==> src/rtl/add_mul_pipe.sv <==
// add_mul_pipe: per-lane signed y = a*b + (mode ? accumulator : c), STAGES deep, with backpressure.
// Define ADD_MUL_PIPE_SAT_EN to saturate out-of-range results instead of wrapping them.
module add_mul_pipe #(
  parameter int WIDTH  = 8,
  parameter int LANES  = 4,
  parameter int STAGES = 2
) (
  input  logic                   clock,
  input  logic                   reset,
  input  logic                   in_valid,
  output logic                   in_ready,
  input  logic                   mode,
  input  logic                   acc_clr,
  input  logic [LANES*WIDTH-1:0] a,
  input  logic [LANES*WIDTH-1:0] b,
  input  logic [LANES*WIDTH-1:0] c,
  output logic                   out_valid,
  input  logic                   out_ready,
  output logic [LANES*WIDTH-1:0] y,
  output logic [LANES-1:0]       ovf
);
  localparam int PW = 2 * WIDTH;
  localparam int SW = 2 * WIDTH + 1;
  localparam logic signed [SW-1:0] MAXV = {{(SW-WIDTH+1){1'b0}}, {(WIDTH-1){1'b1}}};
  localparam logic signed [SW-1:0] MINV = ~MAXV;

  logic                   w_stall;
  logic                   w_adv;
  logic [LANES*PW-1:0]    w_in_prod;
  logic                   w_fin_vld;
  logic                   w_fin_mode;
  logic [LANES*PW-1:0]    w_fin_prod;
  logic [LANES*WIDTH-1:0] w_fin_c;
  logic [LANES*WIDTH-1:0] w_y_next;
  logic [LANES-1:0]       w_ovf_next;
  logic                   r_out_vld;
  logic [LANES*WIDTH-1:0] r_y;
  logic [LANES-1:0]       r_ovf;

  assign w_stall   = r_out_vld & ~out_ready;
  assign w_adv     = ~w_stall;
  assign in_ready  = w_adv;
  assign out_valid = r_out_vld;
  assign y         = r_y;
  assign ovf       = r_ovf;

  genvar gi;
  generate
    for (gi = 0; gi < LANES; gi++) begin : g_mul
      logic signed [PW-1:0] w_ax;
      logic signed [PW-1:0] w_bx;
      assign w_ax = {{WIDTH{a[gi*WIDTH+WIDTH-1]}}, a[gi*WIDTH +: WIDTH]};
      assign w_bx = {{WIDTH{b[gi*WIDTH+WIDTH-1]}}, b[gi*WIDTH +: WIDTH]};
      assign w_in_prod[gi*PW +: PW] = w_ax * w_bx;
    end

    // The product is formed at the input; the addend is applied only in the final stage
    // so that back-to-back accumulate transactions see each other's results.
    if (STAGES == 1) begin : g_bypass
      assign w_fin_vld  = in_valid;
      assign w_fin_mode = mode;
      assign w_fin_prod = w_in_prod;
      assign w_fin_c    = c;
    end else begin : g_pipe
      logic                   r_vld  [STAGES-1];
      logic                   r_mode [STAGES-1];
      logic [LANES*PW-1:0]    r_prod [STAGES-1];
      logic [LANES*WIDTH-1:0] r_c    [STAGES-1];

      always_ff @(posedge clock or negedge reset) begin
        if (!reset) begin
          for (int s = 0; s < STAGES-1; s++) begin
            r_vld[s]  <= 1'b0;
            r_mode[s] <= 1'b0;
            r_prod[s] <= '0;
            r_c[s]    <= '0;
          end
        end else if (w_adv) begin
          r_vld[0]  <= in_valid;
          r_mode[0] <= mode;
          r_prod[0] <= w_in_prod;
          r_c[0]    <= c;
          for (int s = 1; s < STAGES-1; s++) begin
            r_vld[s]  <= r_vld[s-1];
            r_mode[s] <= r_mode[s-1];
            r_prod[s] <= r_prod[s-1];
            r_c[s]    <= r_c[s-1];
          end
        end
      end

      assign w_fin_vld  = r_vld[STAGES-2];
      assign w_fin_mode = r_mode[STAGES-2];
      assign w_fin_prod = r_prod[STAGES-2];
      assign w_fin_c    = r_c[STAGES-2];
    end

    for (gi = 0; gi < LANES; gi++) begin : g_lane
      logic signed [WIDTH-1:0] r_acc;
      logic signed [WIDTH-1:0] w_add;
      logic signed [WIDTH-1:0] w_yl;
      logic signed [PW-1:0]    w_p;
      logic signed [SW-1:0]    w_sum;
      logic                    w_hi;
      logic                    w_lo;

      // A clear coinciding with an accumulate transaction makes it start from zero.
      assign w_p   = w_fin_prod[gi*PW +: PW];
      assign w_add = w_fin_mode ? (acc_clr ? '0 : r_acc) : w_fin_c[gi*WIDTH +: WIDTH];
      assign w_sum = {w_p[PW-1], w_p} + {{(SW-WIDTH){w_add[WIDTH-1]}}, w_add};
      assign w_hi  = w_sum > MAXV;
      assign w_lo  = w_sum < MINV;
`ifdef ADD_MUL_PIPE_SAT_EN
      assign w_yl  = w_hi ? MAXV[WIDTH-1:0] : (w_lo ? MINV[WIDTH-1:0] : w_sum[WIDTH-1:0]);
`else
      assign w_yl  = w_sum[WIDTH-1:0];
`endif

      always_ff @(posedge clock or negedge reset) begin
        if (!reset) begin
          r_acc <= '0;
        end else if (w_adv && w_fin_vld && w_fin_mode) begin
          r_acc <= w_yl;
        end else if (acc_clr) begin
          r_acc <= '0;
        end
      end

      assign w_y_next[gi*WIDTH +: WIDTH] = w_yl;
      assign w_ovf_next[gi]              = w_hi | w_lo;
    end
  endgenerate

  // y/ovf only load on a real result so they stay stable across bubbles and stalls.
  always_ff @(posedge clock or negedge reset) begin
    if (!reset) begin
      r_out_vld <= 1'b0;
      r_y       <= '0;
      r_ovf     <= '0;
    end else if (w_adv) begin
      r_out_vld <= w_fin_vld;
      if (w_fin_vld) begin
        r_y   <= w_y_next;
        r_ovf <= w_ovf_next;
      end
    end
  end
endmodule

==> config.mk <==
export PLATFORM = sky130hd
export DESIGN_NAME = add_mul_pipe
export DESIGN_NICKNAME = d
export VERILOG_FILES = /design/src/rtl/add_mul_pipe.sv
export SDC_FILE = /design/constraint.sdc
export NUM_CORES = 1
export LEC_CHECK = 0
export BUFFER_PORTS_ARGS = -buffer_cell sky130_fd_sc_hd__buf_2
export CAP_MARGIN = 10
export CELL_PAD_IN_SITES_DETAIL_PLACEMENT = 1
export CELL_PAD_IN_SITES_GLOBAL_PLACEMENT = 1
export CORE_UTILIZATION = 44
export CTS_CLUSTER_DIAMETER = 80
export DETAILED_ROUTE_END_ITERATION = 8
export GPL_ROUTABILITY_DRIVEN = 0
export PLACE_DENSITY_LB_ADDON = 0.1
export SLEW_MARGIN = 20
export SYNTH_ARGS = -nofsm -noshare
export SYNTH_HDL_FRONTEND = slang
export SYNTH_SLANG_ARGS = --single-unit
==> constraint.sdc <==
create_clock -name clock -period 3.9 [get_ports clock]
set_clock_uncertainty 0.05 [all_clocks]
set_input_delay 0.39 -clock clock [delete_from_list [all_inputs] [get_ports clock]]
set_output_delay 0.39 -clock clock [all_outputs]
set_load 0.02 [all_outputs]
After elaboration in Yosys (flattened, before gate mapping)
Index checks and enable logic that the tools add are counted.
{"block": "word_totals", "register_bits": 167, "inputBits": 102, "out_inout_bits": 38, "elab_cells": 49}
{"block": "op_classes", "addsub": 4, "mul": 4, "magnitude_cmp": 8, "muxes": 12, "n_bitwise": 7, "reduce_logical": 3}
{"cell": "2-to-1 mux 8 bit", "count": 12}
{"cell": "adder 16 x 8 -> 17 bit", "count": 4}
{"cell": "> comparator 17 x 8 -> 1 bit (second input constant)", "count": 4}
{"cell": "less-than comparator 17 x 8 -> 1 bit (second input constant)", "count": 4}
{"cell": "multiplier 8 x 8 -> 16 bit", "count": 4}
{"cell": "OR 1 bit", "count": 4}
{"cell": "logical AND 1 bit", "count": 2}
{"cell": "NOT 1 bit", "count": 2}
{"cell": "AND reduction 2 bit", "count": 1}
{"cell": "AND 1 bit", "count": 1}

Longest topological paths before layout
Gate-level depths: netlist (run 1).
{"block": "logic_depth", "word_depth": 6, "ltp_mapped": 18, "mapped_depth_nobuf": 18}

Worst setup path after synthesis (run 1)
Ideal clock, no wire load.
{"block": "synth_path", "path_kind": "in2reg", "start": "input port a[19]", "end": "register g_pipe.r_prod[44] (netlist bit)", "setup_ps": 95, "arrival_time_ps": 4118, "required_time_ps": 3755, "setup_slack_ps": -363, "stages": 17, "n_path_buf": 0, "path_cell_list": "and2_1 fa_1 inv_1 fa_1 inv_1 fa_1 inv_1 fa_1 inv_1 ha_1 o21ai_0 a21oi_1 o21a_1 o21a_1 o21a_1 o21a_1 o31ai_1"}
{"block": "synth_via", "elab_chain_len": 1}
{"element": "start: declaration", "line_no": "14", "text": "input logic [LANES*WIDTH-1:0] a,"}
{"element": "multiplier 8 x 8 -> 16 bit", "line_no": "54", "text": "assign w_in_prod[gi*PW +: PW] = w_ax * w_bx;"}
{"element": "end signal: indexed assignment", "line_no": "86", "text": "r_prod[s] <= r_prod[s-1];"}
{"element": "end: declaration", "line_no": "67", "text": "logic [LANES*PW-1:0] r_prod [STAGES-1];"}
No other way between the ends.
A chain may end at the register's enable or synchronous reset.

Final worst setup path (run 1)
{"block": "layout_path", "start": "input port a[3]", "end": "register g_pipe.r_prod[12] (netlist bit)"}
The elaborated chain is that of the path after synthesis.

==> results of run 1 <==
## how the worst max path moves through the flow
| stage | startpoint | end | slack, ns |
|---|---|---|---|
| final | a[3] | g_pipe.r_prod[12] | -0.16 |
| after global routing | b[0] | g_pipe.r_prod[14] | -0.38 |
| after CTS | a[3] | g_pipe.r_prod[12] | -0.13 |
| after detailed placement | b[0] | g_pipe.r_prod[14] | -0.72 |
| after global placement | b[26] | g_pipe.r_prod[62] | -0.54 |
| after floorplan | a[23] | g_pipe.r_prod[44] | -0.26 |
## power groups by stage
stage                     clock, W  combinational, W  sequential (W)
final                      0.00168            0.0131         0.00275
after global routing       0.00177            0.0148         0.00282
after CTS                  0.00171            0.0125         0.00276
after detailed placement         0            0.0119         0.00278
after global placement           0            0.0113         0.00276
after floorplan                  0           0.00783         0.00282
## cells in the mapped netlist, drive strengths merged, types with 15 or more instances
cell	n	share of area [%]
nand3b	15	0.56
nor3	35	0.88
and2	167	5.2
mux2i	25	1.3
ha	180	11
nor2b	45	1.4
nor2	65	1.2
o31ai	15	0.56
xor2	27	1.2
clkbuf	46	0.86
fa	224	22
dfrtp	167	21
o211ai	21	0.79
o21ai	119	3.0
nand2b	34	1.1
nand2	311	5.8
xnor2	66	2.9
o21a	32	1.2
a21oi	115	2.9
nand3	23	0.58
inv	392	7.4
## what timing repair did
| item | CTS | global route |
|---|---|---|
| endpoints found under the setup margin | 16 | 28 |
| pin swaps | 66 | 65 |
| buffers inserted | 18 | 15 |
| hold buffers | 1 | 0 |
| endpoints found under the hold margin | 63 | 0 |
| gates resized for setup | 98 | 107 |
## critical path, delay by kind of cell
family | cells | cell delay (ns)
compound gates | 7 | 1.19
fa+ha+maj | 5 | 2.01
buf+inv | 5 | 0.48
simple gates | 2 | 0.28
## area by class of cell
class                      count  area (um^2)
inverter                     392         1480
clock inverter                14          135
clock buffer                  18          429
fill                        5304        19900
sequential                   167         4180
antenna                        1         2.50
timing repair buffer         390         2830
multi-input combinational   1676        14800
tap                          592          741
## registers in the layout (all words and copies together), names as in the netlist
name / count
y: 32
g_pipe.r_vld: 1
g_pipe.r_mode: 1
g_pipe.r_c: 32
g_lane.r_acc: 32
out_valid: 1
ovf: 4
g_pipe.r_prod: 64
## metal layers
metal | routed length [um] | GRT usage [%] | vias to the layer above
li1 | - | - | 8094
met1 | 25200 | 31.9 | 8578
met2 | 28400 | 45.2 | 199
met3 | 1300 | 2.63 | 53
met4 | 729 | 4.66 | 2
met5 | 15 | 0 | -
## through the flow
step / utilization (%) / power, W / TNS [ns] / setup WS, ns / hold slack [ns]
after detailed placement: 51.7 / 0.0146 / -13.59 / -0.719 / 0.381
after global placement: 51.7 / 0.0141 / -10.53 / -0.539 / 0.371
after CTS: 54.1 / 0.0170 / -0.790 / -0.125 / 0.0860
after global routing: 55.2 / 0.0193 / -4.90 / -0.380 / 0.101
final: 55.2 / 0.0176 / -1.45 / -0.165 / 0.103
after floorplan: - / 0.0106 / -2.26 / -0.260 / 0.0444
## logic make-up after synthesis
kind of cell	Yosys count	share of synthesized area [%]
AND/OR/NAND/NOR	750	18.8
XOR/XNOR	93	4.08
multiplexers	36	1.87
AO/OA/AOI/OAI	393	12.3
buffers and inverters	446	8.39
adder cells (fa/ha/maj)	404	33.7
flip-flops	167	20.9
==> key figures, run 1 <==
Run status
  • Run status: finished with violations
  • Failing checks: setup timing

Setup path
  • WP data required: 4.19 ns
  • CP max FO: 5
  • FF-to-FF Start: g_pipe.r_mode
  • Largest stage delay on the critical path: 0.53 ns
  • CP Capture Type: flop
  • R2r endpoint: ovf[0]
  • Slowest cell on crit path: fa_1
  • Worst EP arrival: 4.36 ns
  • Most frequent CP cell: o21a_1
  • Worst path cell trace: buf_4, buf_6, and2_4, fa_1, ha_1, inv_2, fa_1, fa_1, inv_2, ha_4, nor2b_1, o21ai_2, a21oi_2, o21a_1, o21a_1, buf_4, o21a_1, o21a_1, o31ai_2
  • Startpoint types: input pin
  • Reg-to-reg slack, setup: 0.23 ns
  • Setup CP Type: input pin to flop
  • Worst Reg-to-Reg Cells: 10

Drt
  • Vias: 16,900
  • # DRC: 0
  • Routed WL: 55.6 mm
  • Number of vias per cell: 5.21
  • Starting DRC count in detailed routing: 697
  • Antenna Nets Post-Route: 0
  • Pre-antenna DRT Iters: 4
  • Routed wire length per instance: 17.1 um

Min path
  • Worst Hold End: g_pipe.r_c[10]
  • Hold crit path type: input pin to flop
  • Hold Crit Start: c[10]
  • Hold depth: 3

Finish
  • Most frequent cells in the layout: inv_1, nand2_1, buf_4
  • Most common cell after layout, fill and taps aside: inv_1
  • Final nets: 3,150
  • Fraction of layout instances using a drive strength above 1: 22.3%
  • Finished Layout Cells: 3,250
  • Layout area overhead: 23.1%
  • Final instance area: 24,600 um^2

CTS
  • Max Root-Sink Buffers: 2
  • CTS Sinks: 167
  • Number of H-tree levels: 4
  • Worst skew pair latency: 0.44 ns
  • CTS tree: built
  • CTS root buffer: clkbuf_16
  • Num CTS Buffers: 17
  • CTS clk-pin slew, worst paths: 0.08 ns

Timing
  • Slew Limit Fails: 0
  • Hold Vio Cnt, Final: 0
  • Tcrit/Tclk final: 104%
  • Relative slew slack: 44.3%
  • Final setup violation count: 18
  • F_max: 0.246 GHz
  • Worst Max-Slew Pin Slew: 0.835 ns
  • Setup WS post-layout: -0.165 ns
  • RSZ-0062 raised after global routing: yes
  • Period minus WS final: 4.06 ns

Synth
  • Ys async rst share: 100%
  • Syn Nets: 2,795
  • Syn Area/Cell: 8.73 um^2
  • Gate Count Post-Synth: 2,289
  • YS warnings: 0
  • Syn Std Cell Area: 20,000 um^2
  • Post-synthesis sequential area ratio: 20.9%
  • Main synth FF type: dfrtp_1
  • Post-synth EDFFs: 0
  • Distinct cell type count of the synthesized netlist: 66
  • #FFs+latches synth: 167

Placement
  • Number of port buffers: 139
  • Cells after DPL: 3,185
  • Placed Area: 23,000 um^2
  • Post-DP HPWL: 44.3 mm

Die
  • Initial Utilization: 44.9%
  • Die Y: 215 um
  • Site Rows: 77
  • # IOs: 140
  • Horiz. Die Dim: 215 um
  • Die ar.: 46,300 um^2
  • Core Region: 44,500 um^2

GRT
  • Grt total ovfl: 0
  • GRT Util Overall: 24.8%
  • First-pass GRT wire length: 93.9 mm
  • Antenna violations before repair: 2
  • Largest net degree at the start of global routing: 144
  • Vias in the first global route: 19,000

Power
  • Combinational Power Share: 74.8%
  • Pwr Density: 714 nW/um^2
  • Sw Pwr: 0.00820 W
  • Worst VDD drop: 0.330 mV
  • Leak: 12.1 nW
  • Flop pwr share: 15.7%
  • P_int: 0.00935 W
  • Sw frac: 46.7%
  • Clock share of power: 9.5%

Job
  • Max-cap violations: 0
(Power assumes the default switching activity.)
==> run 2, diff against run 1 <==
--- a/config.mk
+++ b/config.mk
@@ -9,12 +9,11 @@
 export CAP_MARGIN = 10
 export CELL_PAD_IN_SITES_DETAIL_PLACEMENT = 1
 export CELL_PAD_IN_SITES_GLOBAL_PLACEMENT = 1
+export CORE_ASPECT_RATIO = 1.4
 export CORE_UTILIZATION = 44
-export CTS_CLUSTER_DIAMETER = 80
 export DETAILED_ROUTE_END_ITERATION = 8
 export GPL_ROUTABILITY_DRIVEN = 0
 export PLACE_DENSITY_LB_ADDON = 0.1
-export SLEW_MARGIN = 20
 export SYNTH_ARGS = -nofsm -noshare
 export SYNTH_HDL_FRONTEND = slang
 export SYNTH_SLANG_ARGS = --single-unit
==> run 2 against run 1 <==
Effect of this change:
- first-iteration DRC count decreased by 18%
- fmax up 2.2%
- the flow still finishes with violations (setup timing)
- largest power group unchanged
- clock-buffer cell count unchanged
- die area is essentially flat
- worst setup slack improved by 0.089 ns
- critical path type unchanged
- combinational power about the same
- routed wire length shrank 1.7%
- global-route usage fell by 0.17 points
- critical path depth unchanged
==> key figures, run 2 (synthesized netlist as in run 1, its figures left out) <==
Run status
  • Run status: finished with violations
  • Failing checks: setup timing

GRT
  • GRT met3 Usage: 2.58%
  • Gr busiest metal: met2
  • Largest net degree at the start of global routing: 90
  • Vias in the first global route: 18,800
  • Antenna violations before repair: 1
  • M1 GR Usage: 29.2%
  • Met2 Usage GRT: 46.8%
  • GRT Util Overall: 24.7%
  • Grt total ovfl: 0
  • First-pass GRT wire length: 92.1 mm

Timing
  • Setup TNS: -0.335 ns
  • Slew Limit Fails: 0
  • F_max: 0.252 GHz
  • Hold Vio Cnt, Final: 0
  • Relative slew slack: 39.0%
  • Period minus WS final: 3.98 ns
  • RSZ-0062 raised after global routing: yes
  • Worst Max-Slew Pin Slew: 0.911 ns
  • Final setup violation count: 7
  • Hold_ws: 0.0856 ns
  • Tcrit/Tclk final: 102%
  • Setup WS post-layout: -0.0755 ns

Die
  • Initial Utilization: 44.5%
  • # IOs: 140
  • Horiz. Die Dim: 182 um
  • Die Y: 254 um
  • Site Rows: 92
  • Core Region: 44,900 um^2
  • Die ar.: 46,300 um^2

CTS
  • Max Root-Sink Buffers: 2
  • Number of H-tree levels: 4
  • CTS root buffer: clkbuf_16
  • CTS tree: built
  • Worst skew pair latency: 0.45 ns
  • CTS clk-pin slew, worst paths: 0.07 ns
  • CTS Sinks: 167
  • Num CTS Buffers: 17

Finish
  • Final nets: 3,130
  • Fraction of layout instances using a drive strength above 1: 21.5%
  • Max reg flops: 64
  • Most common cell after layout, fill and taps aside: inv_1
  • Filler cells: 5,331
  • N_diodes: 0
  • Most frequent cells in the layout: inv_1, nand2_1, buf_4
  • Reg with most FFs: g_pipe.r_prod
  • Layout area overhead: 22.1%
  • Post-layout util: 54.3%

Power
  • Worst VDD drop: 0.360 mV
  • Pwr Density: 717 nW/um^2
  • Leak: 12.0 nW

Setup path
  • CP max FO: 5
  • Worst path cell trace: buf_8, and2_4, fa_1, inv_1, fa_1, inv_2, fa_1, inv_1, fa_1, inv_2, ha_4, buf_6, inv_4, o21a_1, o21ai_2, a41oi_2, a21oi_2, xnor2_2, a21oi_1
  • Startpoint types: input pin
  • Most frequent CP cell: fa_1
  • CP Capture Type: flop
  • Worst EP arrival: 4.24 ns
  • Slowest cell on crit path: fa_1
  • Setup CP Type: input pin to flop
  • WP data required: 4.16 ns
  • Largest delay share family, worst path: adder cells
  • WP buf/inv: 7
  • Largest stage delay on the critical path: 0.52 ns

Min path
  • Hold crit path type: input pin to flop

Placement
  • Post-DP HPWL: 44.1 mm
  • Number of port buffers: 139

Drt
  • Starting DRC count in detailed routing: 572
  • Routed wire length per instance: 17.1 um
  • # DRC: 0
  • Number of vias per cell: 5.20
  • Vias: 16,700
  • Routed WL: 54.7 mm
  • Pre-antenna DRT Iters: 5
  • Antenna Nets Post-Route: 0

Job
  • Max-cap violations: 0
==> run 2: changes by cell type in the layout (fill, tap and decap cells not counted), sizes merged <==
cell      change
buf          -17
clkbuf        -3
clkinvlp      -3
bufinv        +2
clkinv        +1
diode         -1
==> run 2: final cells by class <==
cell class,count,area (um^2),area share [%]
Multi-Input combinational cell,1676,14800,60.6
Sequential cell,167,4180,17.1
Timing Repair Buffer,370,2630,10.8
Inverter,392,1480,6.06
Tap cell,564,706,2.89
Clock buffer,18,439,1.80
Clock inverter,14,180,0.739
==> run 2: worst paths after layout <==
path	cells past startpoint	startpoint	slack [ns]	endpoint
setup reg to reg	10	g_pipe.r_mode	0.23	ovf[2]
hold reg to reg	2	y[27]	0.43	y[27]
setup / recovery	19	a[21]	-0.08	g_pipe.r_prod[47]
hold / removal	3	c[25]	0.09	g_pipe.r_c[25]
min in group asynchronous	2	reset	0.55	g_pipe.r_prod[49]
max in group asynchronous	3	reset	2.28	g_pipe.r_prod[46]
==> run 2: layer usage <==
| layer | vias up | wire [um] |
|---|---|---|
| met4 | 2 | 1260 |
| met5 | - | 11 |
| met2 | 175 | 29500 |
| li1 | 8056 | - |
| met3 | 65 | 1050 |
| met1 | 8356 | 22800 |
==> run 2: tightest hold or removal path, stage by stage <==
cell	delay (ns)
buf_2	0.07
nand2_1	0.04
nand2_1	0.06
==> run 2: what timing repair did <==
item,4_1_cts,5_1_grt
hold endpoints to repair,10,0
pin swaps,54,64
resized for setup,81,100
hold buffers,1,0
buffers inserted,17,4
setup endpoints to repair,14,24
==> run 2: per-stage QoR <==
step / cell area, um^2 / cells / worst slack, ns / power [W]
after floorplan: 20100 / 2289 / -0.260 / 0.0106
after global placement: 22900 / 3150 / -0.558 / 0.0140
after detailed placement: 22900 / 3150 / -0.693 / 0.0145
after CTS: 24000 / 3200 / -0.100 / 0.0170
after global routing: 24400 / 3201 / -0.238 / 0.0192
final: 24400 / 3201 / -0.0755 / 0.0175
==> run 2: power breakdown <==
group          switching, W  leakage (nW)  internal [W]
clock              0.000809         0.304      0.000993
sequential         0.000353          2.03       0.00236
combinational       0.00694          9.68       0.00603
==> run 3, diff against run 2 <==
--- a/config.mk
+++ b/config.mk
@@ -10,7 +10,7 @@
 export CELL_PAD_IN_SITES_DETAIL_PLACEMENT = 1
 export CELL_PAD_IN_SITES_GLOBAL_PLACEMENT = 1
 export CORE_ASPECT_RATIO = 1.4
-export CORE_UTILIZATION = 44
+export CORE_UTILIZATION = 35
 export DETAILED_ROUTE_END_ITERATION = 8
 export GPL_ROUTABILITY_DRIVEN = 0
 export PLACE_DENSITY_LB_ADDON = 0.1
==> run 3 against run 2 <==
Effect of this change:
- the flow still finishes with violations (setup timing)
- worst hold slack improved by 0.0014 ns
- die area grew 25%
- via count is 0.17% lower
- critical path depth did not move
- first-iteration DRC count down 7.0%
- routed wire length rose by 1.3%
- worst setup slack worse by 0.043 ns
- register-to-register slack got worse by 0.04 ns
- sequential share of layout area down 0.37 points
- final area rose by 2.2%
- flip-flop and latch count unchanged
- critical path type unchanged
- highest routed layer is now met4
==> key figures, run 3 (synthesized netlist as in run 1, its figures left out) <==
Die
  • Initial Utilization: 35.4%
  • Die Y: 285 um
  • Horiz. Die Dim: 204 um
  • Site Rows: 103
  • Core Region: 56,400 um^2
  • # IOs: 140
  • Die ar.: 58,000 um^2

GRT
  • Grt total ovfl: 0
  • GRT Util Overall: 19.8%
  • First-pass GRT wire length: 93.0 mm
  • Largest net degree at the start of global routing: 102
  • Vias in the first global route: 18,500
  • Antenna violations before repair: 1

Run status
  • Run status: finished with violations
  • Failing checks: setup timing

Setup path
  • CP Capture Type: flop
  • CP max FO: 5
  • Startpoint types: input pin
  • Largest delay share family, worst path: adder cells
  • WP data required: 4.21 ns
  • Slowest cell on crit path: fa_1
  • Worst EP arrival: 4.33 ns
  • Worst path cell trace: buf_6, and2_4, fa_1, inv_1, fa_1, inv_2, fa_1, inv_1, fa_1, inv_2, ha_4, o21ai_4, a21oi_2, o21a_1, o21a_1, buf_4, o21a_1, o21a_1, o31ai_1
  • WP buf/inv: 6
  • Largest stage delay on the critical path: 0.52 ns
  • Setup CP Type: input pin to flop

CTS
  • CTS root buffer: clkbuf_16
  • Num CTS Buffers: 17
  • Max Root-Sink Buffers: 2
  • Worst skew pair latency: 0.46 ns
  • CTS Sinks: 167
  • CTS tree: built
  • CTS clk-pin slew, worst paths: 0.07 ns
  • Number of H-tree levels: 4

Power
  • Worst VDD drop: 0.265 mV
  • Pwr Density: 704 nW/um^2
  • Leak: 12.1 nW

Placement
  • Post-DP HPWL: 45.0 mm
  • Number of port buffers: 139
  • Pre-CTS setup slack: -0.750 ns

Drt
  • Pre-antenna DRT Iters: 4
  • Starting DRC count in detailed routing: 532
  • Routed WL: 55.4 mm
  • Routed wire length per instance: 16.4 um
  • Number of vias per cell: 4.91
  • # DRC: 0
  • Antenna Nets Post-Route: 0
  • Vias: 16,600

Timing
  • Worst Max-Slew Pin Slew: 0.903 ns
  • Setup TNS: -0.374 ns
  • Slew Limit Fails: 0
  • RSZ-0062 raised after global routing: yes
  • Relative slew slack: 39.7%
  • Tcrit/Tclk final: 103%
  • Final setup violation count: 8
  • Period minus WS final: 4.02 ns
  • F_max: 0.249 GHz
  • Hold Vio Cnt, Final: 0
  • Setup WS post-layout: -0.119 ns

Job
  • Max-cap violations: 0

Finish
  • Post-layout util: 44.1%
  • Most common cell after layout, fill and taps aside: inv_1
  • Fraction of layout instances using a drive strength above 1: 23.5%
  • N_diodes: 0
  • Most frequent cells in the layout: inv_1, nand2_1, buf_4
  • Filler cells: 6,665
  • Max reg flops: 64
  • Reg with most FFs: g_pipe.r_prod
  • Layout area overhead: 24.7%
  • Final nets: 3,143

Min path
  • Hold crit path type: input pin to flop
## run 3: cell type report
| class | count | area (um^2) | area share, % |
|---|---|---|---|
| clock inverter | 15 | 155 | 0.623 |
| inverter | 392 | 1480 | 5.93 |
| sequential | 167 | 4180 | 16.8 |
| multi-input combinational | 1676 | 15000 | 60.0 |
| tap | 735 | 920 | 3.69 |
| clock buffer | 17 | 425 | 1.71 |
| timing repair buffer | 383 | 2810 | 11.3 |
## run 3: where the power goes
part,leakage [nW],internal [W],switching (W),total (W)
Sequential,2.03,0.00236,0.000366,0.00272
Combinational,9.82,0.00622,0.00691,0.0131
Clock,0.276,0.000854,0.000844,0.00170
Total,12.1,0.00943,0.00812,0.0176
## run 3: through the flow
stage                     power (W)  cells  cell area [um^2]  hold slack [ns]
final                        0.0176   3385             24900           0.0871
after global routing         0.0195   3385             24900           0.0999
after CTS                    0.0168   3370             24200           0.0627
after detailed placement     0.0146   3326             23200            0.407
after global placement       0.0143   3326             23200            0.402
after floorplan              0.0106   2289             20100           0.0444
## run 3: layer usage
metal / wire length (um) / global-route usage (%) / up-vias
met5: 0 / 0 / -
met4: 960 / 5.17 / 0
met3: 1060 / 1.39 / 41
met2: 29000 / 36.1 / 179
met1: 24400 / 24.9 / 8337
li1: - / - / 8068
## run 3: final timing paths
check                                from                 to  slack (ns)  cells after the start
setup / recovery                    b[24]  g_pipe.r_prod[60]       -0.12                     19
hold / removal                       c[8]      g_pipe.r_c[8]        0.09                      3
setup reg to reg            g_pipe.r_mode             ovf[0]        0.19                     10
hold reg to reg            g_pipe.r_c[31]     g_pipe.r_c[31]        0.42                      2
max in group asynchronous           reset  g_pipe.r_prod[27]        2.32                      3
min in group asynchronous           reset  g_pipe.r_prod[57]        0.49                      2
## run 3: worst register-to-register path: cells and delay by family, from the launching register on
family          cells  cell delay, ns
flops               1            0.51
mux                 1            0.43
simple gates        4            1.41
fa+ha+maj           1            0.38
buf+inv             1            0.16
compound gates      3            0.64
## run 3: timing repair
item / CTS / global route
resized for setup: 99 / 166
hold buffers: 1 / 0
hold endpoints to repair: 66 / 0
setup buffers: 11 / 16
setup endpoints to repair: 16 / 25
pin swaps: 68 / 100
